### config.mk
export PLATFORM = sky130hd
export DESIGN_NAME = reaction_game_sm
export DESIGN_NICKNAME = d
export VERILOG_FILES = /design/src/rtl/reaction_game_sm.sv
export SDC_FILE = /design/constraint.sdc
export NUM_CORES = 1
export LEC_CHECK = 0
export CAP_MARGIN = 20
export CORE_UTILIZATION = 40
export DETAILED_ROUTE_END_ITERATION = 10
export SLEW_MARGIN = 15
export SYNTH_ARGS = -nofsm -noshare
export SYNTH_HDL_FRONTEND = slang
export SYNTH_SLANG_ARGS = --single-unit
### constraint.sdc
create_clock -name CLK -period 2.65 [get_ports CLK]
set_input_delay 0.795 -clock CLK [delete_from_list [all_inputs] [get_ports CLK]]
set_output_delay 0.795 -clock CLK [all_outputs]
set_load 0.005 [all_outputs]
### src/rtl/reaction_game_sm.sv
// Rotating-LED reaction game sub-FSM; runs while MASTER_STATE == MY_STATE, reports hits on STATUS_OUT.
// Optional macro SPEEDUP_EN shortens the LED step period as the hit count climbs.
module reaction_game_sm #(
  parameter logic [1:0] MY_STATE    = 2'b11,
  parameter int         TICK_DIV    = 25_000_000,
  parameter int         TARGET_HITS = 15
) (
  input  logic       CLK,
  input  logic       RESET,
  input  logic [1:0] MASTER_STATE,
  input  logic       BTNC,
  output logic [7:0] LED_OUT,
  output logic [3:0] STATUS_OUT
);

  localparam logic [3:0] TARGET = 4'(TARGET_HITS);

  typedef enum logic [1:0] {IDLE, RUN, DONE} state_t;

  state_t      state;
  state_t      state_next;
  logic [25:0] tick;
  logic [25:0] tick_next;
  logic [25:0] tick_last;
  logic [3:0]  hits;
  logic [3:0]  hits_next;
  logic [3:0]  hits_inc;
  logic [7:0]  led_next;
  logic [3:0]  status_next;
  logic        active;
  logic        sync1;
  logic        sync2;
  logic        sync3;
  logic        press;

  assign active   = (MASTER_STATE == MY_STATE);
  assign hits_inc = hits + 4'd1;

  // The press pulse is registered, so the FSM acts on it at the 4th edge after BTNC rises.
  always_ff @(posedge CLK or negedge RESET) begin
    if (!RESET) begin
      sync1 <= 1'b0;
      sync2 <= 1'b0;
      sync3 <= 1'b0;
      press <= 1'b0;
    end else begin
      sync1 <= BTNC;
      sync2 <= sync1;
      sync3 <= sync2;
      press <= sync2 & ~sync3;
    end
  end

`ifdef SPEEDUP_EN
  localparam logic [25:0] TICK_FULL = 26'(TICK_DIV);
  logic [25:0] period;

  // Periods that shift down to 0 or 1 degenerate to a step every cycle.
  always_comb begin
    period    = TICK_FULL >> hits[3:2];
    tick_last = (period <= 26'd1) ? 26'd0 : period - 26'd1;
  end
`else
  localparam logic [25:0] TICK_LAST = 26'(TICK_DIV - 1);

  assign tick_last = TICK_LAST;
`endif

  always_ff @(posedge CLK or negedge RESET) begin
    if (!RESET) begin
      state      <= IDLE;
      tick       <= 26'd0;
      hits       <= 4'd0;
      LED_OUT    <= 8'h00;
      STATUS_OUT <= 4'h0;
    end else begin
      state      <= state_next;
      tick       <= tick_next;
      hits       <= hits_next;
      LED_OUT    <= led_next;
      STATUS_OUT <= status_next;
    end
  end

  always_comb begin
    state_next = state;
    if (!active) begin
      state_next = IDLE;
    end else begin
      case (state)
        IDLE:    state_next = RUN;
        RUN:     if (press && LED_OUT[7] && hits_inc == TARGET) state_next = DONE;
        DONE:    state_next = DONE;
        default: state_next = IDLE;
      endcase
    end
  end

  // Hit/miss is judged on the current LED_OUT, so a same-cycle rotate never affects the verdict.
  always_comb begin
    tick_next   = tick;
    hits_next   = hits;
    led_next    = LED_OUT;
    status_next = STATUS_OUT;
    if (!active) begin
      tick_next   = 26'd0;
      hits_next   = 4'd0;
      led_next    = 8'h00;
      status_next = 4'h0;
    end else begin
      case (state)
        IDLE: begin
          tick_next   = 26'd0;
          hits_next   = 4'd0;
          led_next    = 8'h01;
          status_next = 4'h0;
        end
        RUN: begin
          if (tick >= tick_last) begin
            tick_next = 26'd0;
            led_next  = {LED_OUT[6:0], LED_OUT[7]};
          end else begin
            tick_next = tick + 26'd1;
          end
          if (press) begin
            if (LED_OUT[7]) begin
              hits_next = hits_inc;
              if (hits_inc == TARGET) begin
                led_next    = 8'hFF;
                status_next = 4'hF;
              end else begin
                status_next = hits_inc;
              end
            end else begin
              hits_next   = 4'd0;
              status_next = 4'h0;
            end
          end
`ifdef SPEEDUP_EN
          if (hits_next[3:2] != hits[3:2]) tick_next = 26'd0;
`endif
        end
        DONE: begin
          led_next    = 8'hFF;
          status_next = 4'hF;
        end
        default: begin
          tick_next   = 26'd0;
          hits_next   = 4'd0;
          led_next    = 8'h00;
          status_next = 4'h0;
        end
      endcase
    end
  end

endmodule
[Word level (Yosys, flattened, before mapping)]
Cells that the tools add are included.
Cells by class
  add/sub/neg operators: 2
  $lt $le $gt $ge: 1
  eq/ne operators: 7
  mux-type cells: 21
  bitwise logic cells: 2
  reduce and logical (&&, ||, !) cells: 4
Operators with widths (number)
  $mux 26: 2
  $pmux 26 s2: 1
  $mux 8: 5
  $mux 4: 7
  $add 26x1->26 const B: 1
  $ge 26x25->1 const B: 1
  $pmux 8 s3: 1
  $pmux 4 s2: 2
  $ne 3x3->1 const B: 2
  $pmux 2 s3: 1
  $add 4x1->4 const B: 1
  $eq 2x2->1 const B: 2
  $eq 4x4->1 const B: 1
  $mux 2: 2
  $eq 2x1->1 const B: 1
  $logic_and 1x1->1: 2
  $logic_not 2->1: 1
  $ne 2x2->1 const B: 1
  $reduce_and 2->1: 1
  $and 1x1->1: 1
  $not 1->1: 1
Word-level totals
  register bits after elaboration: 48
  input port bits: 5
  output and inout bits: 12
  word-level logic and storage cells: 46

[Logic depth before layout (Yosys ltp)]
  word-level depth: 7
  gate-level depth with buffers: 10
  gate-level depth less buffers: 7

[Worst setup path before layout]
Ideal clock, no wire load.
  path kind: reg2reg
  start: register state[1]
  end: register tick[18]
  setup time: 0.087 ns
  arrival time: 2.233 ns
  required time: 2.563 ns
  slack: 0.330 ns
  cell stages (with the launch flop): 11
  buffers on the path: 3
  period minus slack after synthesis: 2.320 ns
  cells stage by stage: dfrtp_1 > inv_1 > ha_1 > buf_2 > inv_1 > or3_1 > buf_2 > nor2_2 > clkbuf_1 > o221ai_1 > a22oi_1
On the way
  longest elaborated chain between the ends: 3
Ends and longest elaborated chain
  from (decl): RTL line 20  | state_t state;
  from (signal assigned): RTL line 77  | state <= state_next;
  $eq 2x2->1 or $eq 2x1->1 (tied branches): RTL line 111  | case (state)
  $pmux 26 s2: RTL line 111
  $mux 26: RTL line 105  | if (!active) begin
  to (signal assigned): RTL line 78  | tick <= tick_next;
  to (decl): RTL line 22  | logic [25:0] tick;
Several ways; a longest one is shown, not always the timed one.
A chain may end at the register's enable or synchronous reset.

[Worst setup path after layout]
  start: register tick[0]
  end: register LED_OUT[3]
On the way
  longest elaborated chain between the ends: 7
Ends and longest elaborated chain
  $ge 26x25->1 (*): RTL line 119  | if (tick >= tick_last) begin
  $mux 8 (*): RTL line 119
  $mux 8: RTL line 128  | if (hits_inc == TARGET) begin
  $mux 8: RTL line 126  | if (LED_OUT[7]) begin
  $mux 8 (*): RTL line 125  | if (press) begin
  $pmux 8 s3 (*): RTL line 111
  $mux 8 (*): RTL line 105
  named net led_next[3]: RTL line 28  | logic [7:0] led_next;
  to (signal assigned): RTL line 80  | LED_OUT <= led_next;
  to (decl): RTL line 12  | output logic [7:0] LED_OUT,
Mark *: on every way through the listed nets, which the timed path passes. The rest lies on a longest branch.

==> metrics.txt <==
final net count 403; H-tree depth 2; Setup CP Type reg -> reg; FP Rows 32; top post-synthesis cells by area dfrtp_1 37%, nand2_1 5.1%, o211ai_1 4.0%, nor2_1 3.3%, ha_1 3.1%; # IOs 17; Max Cap Viol 0; Psw 317 µW; Post-Route WL 8030 µm; hpwl dp 5490 µm; Area Growth Syn to Fin 12.6%; WL/cell 16.3 µm; CP startpoint tick[0]$_DFFE_PN0N_; pre-CTS WS 0.0440 ns; DRC Markers 0; global-route wire length before repair 13700 µm; met1 GRT Util 27.9%; hold path depth 0; overall routing resource usage 20.1%; Clock Sinks 48; status finished clean; DRT Pass-1 Iters 4; Worst setup SP type flop; R2R depth 6; Synth top area share 37.3%; Period minus WS final 2.38 ns; grt met2 use 33.1%; FF-to-FF setup slack 0.27 ns; max-slew violation total from the final report 0; hold_buf cts 0; combinational power share 5.9%; PwrDens 376 nW/µm²; worst reg2reg path endpoint LED_OUT[3]$_DFF_PN0_; setup TNS 0 ns; Distinct cells, synth 59; dominant cell by count in the synthesized netlist dfrtp_1; clock transition at the registers of the reported paths 0.09 ns; vias per std cell 5.87; Worst Hold Launch sync1$_DFF_PN0_; flop and latch count out of synthesis 48; Critical Path RT 2.87 ns; Crit Path Max Fanout 9; drt initial violations 147; GR Overflow Total 0; Die Span Y 91.8 µm; peak supply drop 0.000216 V; synth warn 0; port bufs 16; Initial Util 41.5%; largest net degree at the start of global routing 34; ys flop type dfrtp_1; DIE AREA 8420 µm²; register area share after synthesis 37.3%; vias in the first global route 2751; met3 Track Usage GR 2.82%; Slew @ Worst Pin 0.672 ns; CP Capture Type flop; Final Skew 0.00611 ns; LEAKAGE 1.41 nW; final hold slack 0.357 ns; post-route ant nets 0; Hold Path Class reg -> reg; fin cells 493; Cell Area, Synth 3220 µm²; area of the core 7770 µm²; share of cells above drive strength 1 10.5%; period utilization 90.0%; CTS Buffer Depth 2; width of the die 91.8 µm; CTS Buf Count 5; post_cts resized 0; Async SR Flop Fraction 100%; cell taking the most area after synthesis dfrtp_1; Syn Nets 388; GP Congestion 0.816; initial antenna violation count 0; Post-synth top cells 48 x dfrtp_1, 44 x nand2_1, 28 x nor2_1; design area 3630 µm²; Worst-Skew Late Latency 0.31 ns; internal power 1.05 mW; Seq pwr share 54.6%; Clock Power Share 39.5%; clk root buf clkbuf_8; Most Used Layer, Global Route met2; WHS Endpoint sync2$_DFF_PN0_; FF-to-FF Start tick[0]$_DFFE_PN0N_; final hold vios 0; Post-CTS Setup Inserts 0; Slew headroom 55.0%; worst setup margin 0.266 ns; # diodes 0; switching share of power 23.2%; EDFF count, synth 0; arrival time worst endpoint 2.60 ns; placed cell areas 3520 µm²; placed cell count 485; Synth Instances 375; synthesized area per cell 8.59 µm²; RSZ-0062 raised after global routing no; Setup Viol. Count Final 0; CTS tree built; FMAX 419 MHz; Vias 2895
==> logic make-up (layout without fill, tap and decap cells) <==
| family | after synthesis | count (layout) | share of synthesized area (%) |
|---|---|---|---|
| compound gates | 103 | 103 | 24.4 |
| mux | 10 | 10 | 3.42 |
| fa+ha+maj | 8 | 8 | 3.11 |
| simple gates | 159 | 159 | 25.5 |
| flops | 48 | 48 | 37.3 |
| buf+inv | 45 | 61 | 5.78 |
| xor+xnor | 2 | 2 | 0.544 |
==> critical path, stage by stage (launching register included) <==
cell,delay (ns)
dfrtp_1,0.41
ha_1,0.30
and4_1,0.27
a211oi_2,0.12
o311ai_4,0.57
mux2_2,0.40
a211oi_1,0.23
==> layout make-up <==
type                    instances  area, µm²
repair buffers                 33        283
fillers                       771       4140
clock inverters                 2       35.0
well taps                     102        128
multi-input cells             282       1840
flip-flops and latches         48       1200
clock buffers                   6       72.6
inverters                      20       75.1
==> worst max-delay path by stage <==
stage                      endpoint  cells after the start
4_1_cts         tick[6]$_DFFE_PN0N_                      6
5_1_grt         tick[4]$_DFFE_PN0N_                      6
2_1_floorplan  tick[18]$_DFFE_PN0N_                     10
3_5_place_dp   tick[22]$_DFFE_PN0N_                      6
6_report       LED_OUT[3]$_DFF_PN0_                      6
3_3_place_gp   tick[18]$_DFFE_PN0N_                      7
==> power by group through the flow <==
stage,sequential [mW],clock (mW),combinational [mW]
after floorplan,0.758,0,0.0403
final,0.745,0.538,0.0811
after global placement,0.759,0,0.0817
after detailed placement,0.759,0,0.0827
after CTS,0.745,0.552,0.0828
after global routing,0.746,0.577,0.0914
==> state kept, by name, summed over array words and instances, names as in the netlist <==
name        count
sync2           1
press           1
state           2
sync1           1
hits            4
sync3           1
tick           26
LED_OUT         8
STATUS_OUT      4
==> layer usage <==
layer | wire (µm) | vias up
li1 | - | 1425
met1 | 4060 | 1424
met2 | 3680 | 39
met3 | 203 | 7
met4 | 89 | 0
met5 | 0 | -
==> cell usage in the layout, fill, tap and decap left out, drive strengths merged, types with 6 or more instances in the layout <==
cell,instances
buf,18
nand2b,6
clkdlybuf4s50,15
nand2,44
o2111ai,11
a211oi,9
o21ai,19
clkbuf,6
mux2,8
and4,6
o211ai,17
nor2,29
and3,9
ha,8
a21oi,16
dfrtp,48
nor3,13
nand3,19
inv,19
o311ai,10
==> metrics by stage <==
stage | utilization, % | power [mW]
6_report | 46.7 | 1.36
5_1_grt | 46.7 | 1.41
4_1_cts | 46.7 | 1.38
3_5_place_dp | 45.3 | 0.842
3_3_place_gp | 45.3 | 0.841
2_1_floorplan | - | 0.798
No activity file was read; power rests on OpenSTA's default activity.
